## config.mk

```make
export PLATFORM = sky130hd
export DESIGN_NAME = approx_add_pipe_flat
export DESIGN_NICKNAME = d
export VERILOG_FILES = /design/src/rtl/approx_add_pipe_if.sv /design/src/rtl/approx_add_pipe.sv /design/src/flat_wrapper.sv
export SDC_FILE = /design/constraint.sdc
export NUM_CORES = 1
export LEC_CHECK = 0
export ABC_CLOCK_PERIOD_IN_PS = 3300
export BUFFER_PORTS_ARGS = -buffer_cell sky130_fd_sc_hd__buf_2
export CAP_MARGIN = 20
export CORE_UTILIZATION = 35
export DETAILED_ROUTE_END_ITERATION = 6
export PLACE_DENSITY = 0.59
export SETUP_SLACK_MARGIN = 0.5
export SKIP_CTS_REPAIR_TIMING = 1
export SLEW_MARGIN = 20
export SYNTH_ARGS = -nofsm -noshare
export SYNTH_HDL_FRONTEND = slang
export SYNTH_SLANG_ARGS = --single-unit
export TNS_END_PERCENT = 10
```

## constraint.sdc

```tcl
create_clock -name clk -period 3.3 [get_ports clk]
set_input_delay 0.66 -clock clk [delete_from_list [all_inputs] [get_ports clk]]
set_output_delay 0.66 -clock clk [all_outputs]
set_load 0.005 [all_outputs]
```

## src/rtl/approx_add_pipe_if.sv

```systemverilog
// Operand/result stream bundle for approx_add_pipe: valid/ready on both sides.
interface approx_add_pipe_if #(
  parameter int W     = 8,
  parameter int MAX_K = 4,
  parameter int KW    = 3
);
  logic             in_valid;
  logic             in_ready;
  logic [W-1:0]     in_a;
  logic [W-1:0]     in_b;
  logic [KW-1:0]    in_k;
  logic             out_valid;
  logic             out_ready;
  logic [W:0]       out_sum;
  logic [MAX_K:0]   out_err;

  modport slave (
    input  in_valid, in_a, in_b, in_k, out_ready,
    output in_ready, out_valid, out_sum, out_err
  );

  modport master (
    output in_valid, in_a, in_b, in_k, out_ready,
    input  in_ready, out_valid, out_sum, out_err
  );
endinterface

```

## src/rtl/approx_add_pipe.sv

```systemverilog
// Pipelined lower-part-OR approximate adder with run-time depth, elastic output
// and an on-line error monitor fed by the delivered results.
module approx_add_pipe #(
  parameter int W      = 8,
  parameter int MAX_K  = 4,
  parameter int KW     = 3,
  parameter int STAGES = 2,
  parameter int CNT_W  = 16,
  parameter int ACC_W  = 24
) (
  input  logic                clk,
  input  logic                rst_n,
  approx_add_pipe_if.slave    bus,
  input  logic                stats_clr,
  output logic [CNT_W-1:0]    stat_txn,
  output logic [CNT_W-1:0]    stat_errcnt,
  output logic [ACC_W-1:0]    stat_abs_acc,
  output logic [MAX_K-1:0]    stat_max_abs
);

  typedef struct packed {
    logic [W:0]     sum;
    logic [MAX_K:0] err;
  } res_t;

  localparam logic [KW-1:0] KMAX = KW'(MAX_K);

  // ---------------- input-side arithmetic ----------------
  logic [KW-1:0]  ke;
  logic [W-1:0]   ab_and_sh;
  logic           c;
  logic [W:0]     lo_mask, up_sum, ap_sum, ex_sum;
  logic [W+1:0]   diff;
  res_t           in_res;

  always_comb begin
    ke        = (bus.in_k > KMAX) ? KMAX : bus.in_k;
    lo_mask   = ~({(W+1){1'b1}} << ke);
    // carry into bit ke comes from the AND of the top approximate bit pair
    ab_and_sh = (bus.in_a & bus.in_b) >> (ke - KW'(1));
    c         = (ke != '0) & ab_and_sh[0];
    up_sum    = (({1'b0, bus.in_a} >> ke) + ({1'b0, bus.in_b} >> ke) + (W+1)'(c)) << ke;
    ap_sum    = up_sum | ({1'b0, bus.in_a | bus.in_b} & lo_mask);
    ex_sum    = {1'b0, bus.in_a} + {1'b0, bus.in_b};
    diff      = {1'b0, ap_sum} - {1'b0, ex_sum};
    in_res.sum = ap_sum;
    in_res.err = diff[MAX_K:0];
  end

  // ---------------- elastic pipeline ----------------
  logic [STAGES-1:0] vld_pipe;
  logic [STAGES-1:0] adv;
  res_t              data_q [STAGES];

  // A stage advances when the output is taken or any stage at/after it is empty.
  always_comb begin
    adv = '0;
    for (int j = 0; j < STAGES; j++) begin
      adv[j] = bus.out_ready;
      for (int m = j; m < STAGES; m++)
        if (!vld_pipe[m]) adv[j] = 1'b1;
    end
  end

  always_ff @(posedge clk or negedge rst_n) begin
    if (!rst_n) begin
      vld_pipe <= '0;
      for (int j = 0; j < STAGES; j++) data_q[j] <= '0;
    end else begin
      if (adv[0]) begin
        vld_pipe[0] <= bus.in_valid;
        if (bus.in_valid) data_q[0] <= in_res;
      end
      for (int j = 1; j < STAGES; j++) begin
        if (adv[j]) begin
          vld_pipe[j] <= vld_pipe[j-1];
          if (vld_pipe[j-1]) data_q[j] <= data_q[j-1];
        end
      end
    end
  end

  assign bus.in_ready  = adv[0];
  assign bus.out_valid = vld_pipe[STAGES-1];
  assign bus.out_sum   = data_q[STAGES-1].sum;
  assign bus.out_err   = data_q[STAGES-1].err;

  // ---------------- error statistics ----------------
  logic             hs;
  logic [MAX_K:0]   neg_err;
  logic [MAX_K-1:0] abs_err;
  logic [ACC_W:0]   acc_sum;

  always_comb begin
    hs      = bus.out_valid & bus.out_ready;
    neg_err = -bus.out_err;
    abs_err = bus.out_err[MAX_K] ? neg_err[MAX_K-1:0] : bus.out_err[MAX_K-1:0];
    acc_sum = {1'b0, stat_abs_acc} + (ACC_W+1)'(abs_err);
  end

  always_ff @(posedge clk or negedge rst_n) begin
    if (!rst_n) begin
      stat_txn     <= '0;
      stat_errcnt  <= '0;
      stat_abs_acc <= '0;
      stat_max_abs <= '0;
    end else if (stats_clr) begin
      stat_txn     <= '0;
      stat_errcnt  <= '0;
      stat_abs_acc <= '0;
      stat_max_abs <= '0;
    end else if (hs) begin
      if (!(&stat_txn)) stat_txn <= stat_txn + CNT_W'(1);
      if ((bus.out_err != '0) && !(&stat_errcnt)) stat_errcnt <= stat_errcnt + CNT_W'(1);
      stat_abs_acc <= acc_sum[ACC_W] ? {ACC_W{1'b1}} : acc_sum[ACC_W-1:0];
      if (abs_err > stat_max_abs) stat_max_abs <= abs_err;
    end
  end

endmodule

```

## src/flat_wrapper.sv

```systemverilog
// flat-port wrapper written by rule: the top's interface ports become plain ports
module approx_add_pipe_flat 
#(
  parameter int W      = 8,
  parameter int MAX_K  = 4,
  parameter int KW     = 3,
  parameter int STAGES = 2,
  parameter int CNT_W  = 16,
  parameter int ACC_W  = 24
)
  (clk, rst_n, stats_clr, stat_txn, stat_errcnt, stat_abs_acc, stat_max_abs, bus_in_valid, bus_in_a, bus_in_b, bus_in_k, bus_out_ready, bus_in_ready, bus_out_valid, bus_out_sum, bus_out_err);
  approx_add_pipe_if #(.W(W), .MAX_K(MAX_K), .KW(KW)) bus_i ();
  input  logic clk;
  input  logic rst_n;
  input  logic stats_clr;
  output logic [CNT_W-1:0] stat_txn;
  output logic [CNT_W-1:0] stat_errcnt;
  output logic [ACC_W-1:0] stat_abs_acc;
  output logic [MAX_K-1:0] stat_max_abs;
  input wire logic [$bits(bus_i.in_valid)-1:0] bus_in_valid;
  input wire logic [$bits(bus_i.in_a)-1:0] bus_in_a;
  input wire logic [$bits(bus_i.in_b)-1:0] bus_in_b;
  input wire logic [$bits(bus_i.in_k)-1:0] bus_in_k;
  input wire logic [$bits(bus_i.out_ready)-1:0] bus_out_ready;
  output wire logic [$bits(bus_i.in_ready)-1:0] bus_in_ready;
  output wire logic [$bits(bus_i.out_valid)-1:0] bus_out_valid;
  output wire logic [$bits(bus_i.out_sum)-1:0] bus_out_sum;
  output wire logic [$bits(bus_i.out_err)-1:0] bus_out_err;
  assign bus_i.in_valid = bus_in_valid;
  assign bus_i.in_a = bus_in_a;
  assign bus_i.in_b = bus_in_b;
  assign bus_i.in_k = bus_in_k;
  assign bus_i.out_ready = bus_out_ready;
  assign bus_in_ready = bus_i.in_ready;
  assign bus_out_valid = bus_i.out_valid;
  assign bus_out_sum = bus_i.out_sum;
  assign bus_out_err = bus_i.out_err;
  approx_add_pipe #(.W(W), .MAX_K(MAX_K), .KW(KW), .STAGES(STAGES), .CNT_W(CNT_W), .ACC_W(ACC_W)) u_core (.clk(clk), .rst_n(rst_n), .bus(bus_i), .stats_clr(stats_clr), .stat_txn(stat_txn), .stat_errcnt(stat_errcnt), .stat_abs_acc(stat_abs_acc), .stat_max_abs(stat_max_abs));
endmodule
```

# ---- After elaboration in Yosys (flattened, before gate mapping)
# Cells that the tools add are included.
dict set report word_totals {
  regBits 90
  input_bits 24
  out_inout_bits 76
  word_cells 65
}
dict set report classes {
  n_addsub 9
  magnitude_cmp 2
  eq_ne 1
  n_shift 5
  muxes 17
  n_bitwise 7
  reduce_logical 14
}
# cell count
set op_table {}
lappend op_table {{$mux 16} 6}
lappend op_table {{$mux 24} 3}
lappend op_table {{$add 16x1->16 const B} 2}
lappend op_table {{$reduce_and 16->1} 2}
lappend op_table {{$add 24x4->25} 1}
lappend op_table {{$shr 8x3->9} 2}
lappend op_table {{$mux 4} 4}
lappend op_table {{$reduce_and 2->1} 5}
lappend op_table {{$add 9x1->9} 1}
lappend op_table {{$add 9x9->9} 1}
lappend op_table {{$and 8x9->9} 1}
lappend op_table {{$not 9->9} 1}
lappend op_table {{$or 9x9->9} 1}
lappend op_table {{$shl 9x3->9} 1}
lappend op_table {{$shl 9x3->9 const A} 1}
lappend op_table {{$and 8x8->8} 1}
lappend op_table {{$or 8x8->8} 1}
lappend op_table {{$shr 8x3->1} 1}
lappend op_table {{$reduce_bool 2->1} 3}
lappend op_table {{$add 5x5->5} 1}
lappend op_table {{$reduce_bool 5->1} 1}
lappend op_table {{$sub 5x5->5} 1}
lappend op_table {{$gt 4x4->1} 1}
lappend op_table {{$neg 4->4} 1}
lappend op_table {{other kinds (9)} 12}

# ---- Logic depth before layout (Yosys ltp)
dict set report logic_depth {
  ltp_word 9
  mapped_depth 21
  ltp_nobuf 20
}

# ---- Worst setup path before layout
# No wires, ideal clock.
dict set report synth_path {
  kind {input port to flip-flop}
  start {input bus_in_k[2]}
  end {register u_core.data_q[18] (netlist bit)}
  setup_ns 0.136
  t_arrival_ns 5.006
  slack_ns -1.842
  stages 21
  path_cell_list {clkbuf_1 -> nor2b_1 -> inv_1 -> ha_1 -> xnor2_1 -> mux4_2 -> nor2_1 -> fa_1 -> inv_1 -> fa_1 -> xnor2_1 -> mux2_2 -> a22oi_1 -> o21ai_0 -> fa_1 -> ha_1 -> a21o_1 -> a21oi_1 -> xnor2_1 -> xnor2_1 -> o21ai_0}
}
dict set report synth_between {
  elab_chain_len 9
  elab_cells_between_ends 16
}
# item line_no
set synth_rtl {}
lappend synth_rtl {{start: declaration} flat_wrapper.sv:23} ;# input wire logic [$bits(bus_i.in_k)-1:0] bus_in_k;
lappend synth_rtl {{$gt 3x3->1} approx_add_pipe.sv:37} ;# ke = (bus.in_k > KMAX) ? KMAX : bus.in_k;
lappend synth_rtl {{$mux 3 *} approx_add_pipe.sv:37}
lappend synth_rtl {{branches (longest 5 deep; another with $add 9x9->9)} --}
lappend synth_rtl {{$or 9x9->9 *} approx_add_pipe.sv:43} ;# ap_sum = up_sum | ({1'b0, bus.in_a | bus.in_b} & lo_mask);
lappend synth_rtl {{named net u_core.ap_sum[2]} approx_add_pipe.sv:32} ;# logic [W:0] lo_mask, up_sum, ap_sum, ex_sum;
lappend synth_rtl {{$sub 5x5->5 *} approx_add_pipe.sv:45} ;# diff = {1'b0, ap_sum} - {1'b0, ex_sum};
lappend synth_rtl {{end signal: indexed assignment} approx_add_pipe.sv:77} ;# if (vld_pipe[j-1]) data_q[j] <= data_q[j-1];
lappend synth_rtl {{end: declaration} approx_add_pipe.sv:53} ;# res_t data_q [STAGES];
# Mark *: on every way through the listed nets, which the timed path passes.
# A chain may end at the register's enable or synchronous reset.

# ---- Worst setup path after layout
# Ends and elaborated chain as after synthesis.

==> metrics.txt <==
Sw Pwr around 1.4 mW; Net Count, Synth 767; final slew viol count 0; RSZ-0062 raised after global routing yes; Netlist Area Pre-Place 6180 um2; Internal Dissipation about 2.7 mW; vias in the first global route 5071; drc violations 0; synth top area cells dfrtp_1 36%, ha_1 6.9%, nor2_1 4.9%; EDFF count, synth 0; crit end category register; Vias per Instance 5.18; power per cell area around 510 nW/um2; final WL 16200 um; Die Y roughly 130 um; Worst R2R Path Depth 13; global-route wire length before repair 25400 um; critical path launch point type input port; outcome finished with violations; syn_area_per_cell 8.81 um2; share of layout cells above drive strength 1 34.7%; Root Buffer clkbuf_16; post-synthesis register bit count 90; Worst-Skew Late Latency 0.34 ns; Yosys cell types 62; Layout fillers 1685; Worst Tran Pin Value 0.927 ns; reg2reg end u_core.stat_abs_acc[19]; Post-synth top cells 90 x dfrtp_1, 80 x nor2_1, 77 x nand2_1; Max IR drop VDD around 0.32 mV; largest net degree at the start of global routing 68; core area 17300 um2; setup violators final 11; die width 135 um; share of the synthesized area in the top cell type 36.4%; Routed Antenna Nets 0; RR Startpoint u_core.bus.out_err[0]; Leakage around 3.9 nW; logic gate share of total power a little under 40%; most instantiated library cell after synthesis dfrtp_1; Num CTS Buffers 9; dominant cell type by area after synthesis dfrtp_1; sequential-to-total area share from yosys stat 36.4%; Clk pwr share 26.9%; routed wire length per instance between 15 and 20 um; worst clock skew approximately 0.012 ns; worst reg2reg setup slack 0.42 ns; Sw Ratio 33.2%; Starting DRT DRC Count 238; CTS clk-pin slew, worst paths 0.06 ns; routed vias roughly 5600; IO Port Bufs 99; H-tree levels 3; Hold Path Class in -> async; CP Launch Point bus_in_k[2]; CTS Sinks 90; CP Max Fanout 4; fin crit period 4.53 ns; synth warn 0; endpoints failing hold 0; WS Path Type in -> reg; CTS max path bufs 2; Core Rows 48; Reg power frac roughly 34%; achievable frequency 0.221 GHz; initial antenna violation count 2; length of the first detailed-routing pass in iterations 4; headroom to the max-slew limit 37.4%; max cap viols 0; Mapped Cells 702; Main synth FF type dfrtp_1; I/O pin cnt 100; GPL Wtd Cong 0.882; period utilisation layout 137%; Async S/R FF share, synth 100%; Final WS setup -1.23 ns; WP data arrival 4.72 ns; gr ovfl total 0; Final #Nets 911; setup_tns -4.27 ns; Die ar. 18200 um2; Layout area overhead 31.6%; worst hold slack 0.218 ns; Critical Path RT 3.50 ns; total track usage 17.5%; Post-DP HPWL 11800 um; CTS tree yes; failing checks setup timing; Starting Density a little over a third
routing by layer:
layer | share of wire, % | track usage [%] | up-vias
li1 | - | - | 2748
met1 | 45 | 23.6 | 2651
met2 | 48 | 28.2 | 153
met3 | 4.8 | 2.93 | 22
met4 | 1.8 | 5.81 | 2
met5 | 0.080 | 0 | -
cells in the final DEF, fill, tap and decap left out, drive strengths merged, types with 3 or more instances in the layout:
cell type and instances:
xnor2 22, nor2 80, a22oi 3, o211ai 6, a311oi 5, inv 34
xor2 23, nor4 6, nand4 10, o22ai 4, dfrtp 90, buf 179
and3 20, clkbuf 11, a211oi 12, and2 7, o21ai 38, nand3 23
nor3 12, a31oi 7, o22a 3, nand2b 7, fa 7, nor2b 7
or2 3, a21o 6, nand2 77, mux2 19, a21oi 38, mux2i 17
ha 34, and4 6
state kept, by name, indices dropped and copies added (netlist names):
register             count
u_core.data_q           14
u_core.stat_abs_acc     24
u_core.vld_pipe          2
u_core.bus.out_sum       9
u_core.stat_max_abs      4
u_core.bus.out_err       5
u_core.stat_errcnt      16
u_core.stat_txn         16
power groups by stage:
stage	combinational [mW]	sequential (mW)	clock (mW)
3_5_place_dp	1.41	1.41	0
4_1_cts	1.42	1.39	1.13
5_1_grt	1.80	1.44	1.17
6_report	1.60	1.41	1.11
3_3_place_gp	1.39	1.41	0
2_1_floorplan	0.997	1.38	0
stage by stage:
step | area, um2 | util, % | power, mW | instances | worst slack, ns
2_1_floorplan | 6270 | - | 2.37 | 702 | -1.52
3_3_place_gp | 7380 | 42.7 | 2.80 | 1056 | -1.59
3_5_place_dp | 7380 | 42.7 | 2.83 | 1056 | -1.64
4_1_cts | 7700 | 44.5 | 3.95 | 1072 | -1.30
5_1_grt | 8140 | 47.0 | 4.40 | 1077 | -1.44
6_report | 8140 | 47.0 | 4.12 | 1077 | -1.23
cell families after synthesis:
| logic type | synth area share, % |
|---|---|
| AND/OR/NAND/NOR | 20.0 |
| AO/OA/AOI/OAI | 15.6 |
| flip-flops | 36.4 |
| buffers and inverters | 5.87 |
| XOR/XNOR | 6.38 |
| adder cells (fa/ha/maj) | 9.15 |
| multiplexers | 6.58 |
critical path: stages:
cell,delay [ns]
buf_8,0.11
nor2b_4,0.13
inv_4,0.05
ha_4,0.16
xnor2_2,0.16
mux4_2,0.55
nor2_4,0.10
fa_2,0.21
inv_2,0.04
fa_2,0.53
inv_2,0.04
mux2_4,0.27
a22oi_2,0.19
o21ai_2,0.10
fa_1,0.54
ha_4,0.22
a21o_1,0.18
a21oi_2,0.14
xnor2_1,0.14
xnor2_1,0.14
o21ai_1,0.07
final cells by class:
type	count	area, um2	share of cell area (%)
clock inverters	5	77.6	0.954
diodes	1	2.50	0.0308
clock buffers	11	243	2.98
repair buffers	179	1150	14.2
flip-flops and latches	90	2260	27.7
well taps	225	282	3.46
inverters	34	133	1.63
multi-input cells	532	3990	49.0
worst max path at each step:
| stage | to | slack (ns) | cells after the start |
|---|---|---|---|
| floorplan | u_core.data_q[18] | -1.52 | 21 |
| finish | u_core.data_q[18] | -1.23 | 21 |
| CTS | u_core.data_q[18] | -1.30 | 21 |
| detailed placement | u_core.data_q[18] | -1.64 | 21 |
| global route | u_core.data_q[18] | -1.44 | 21 |
| global placement | u_core.data_q[18] | -1.59 | 21 |
Note: power is estimated with default switching activity, not from simulation.
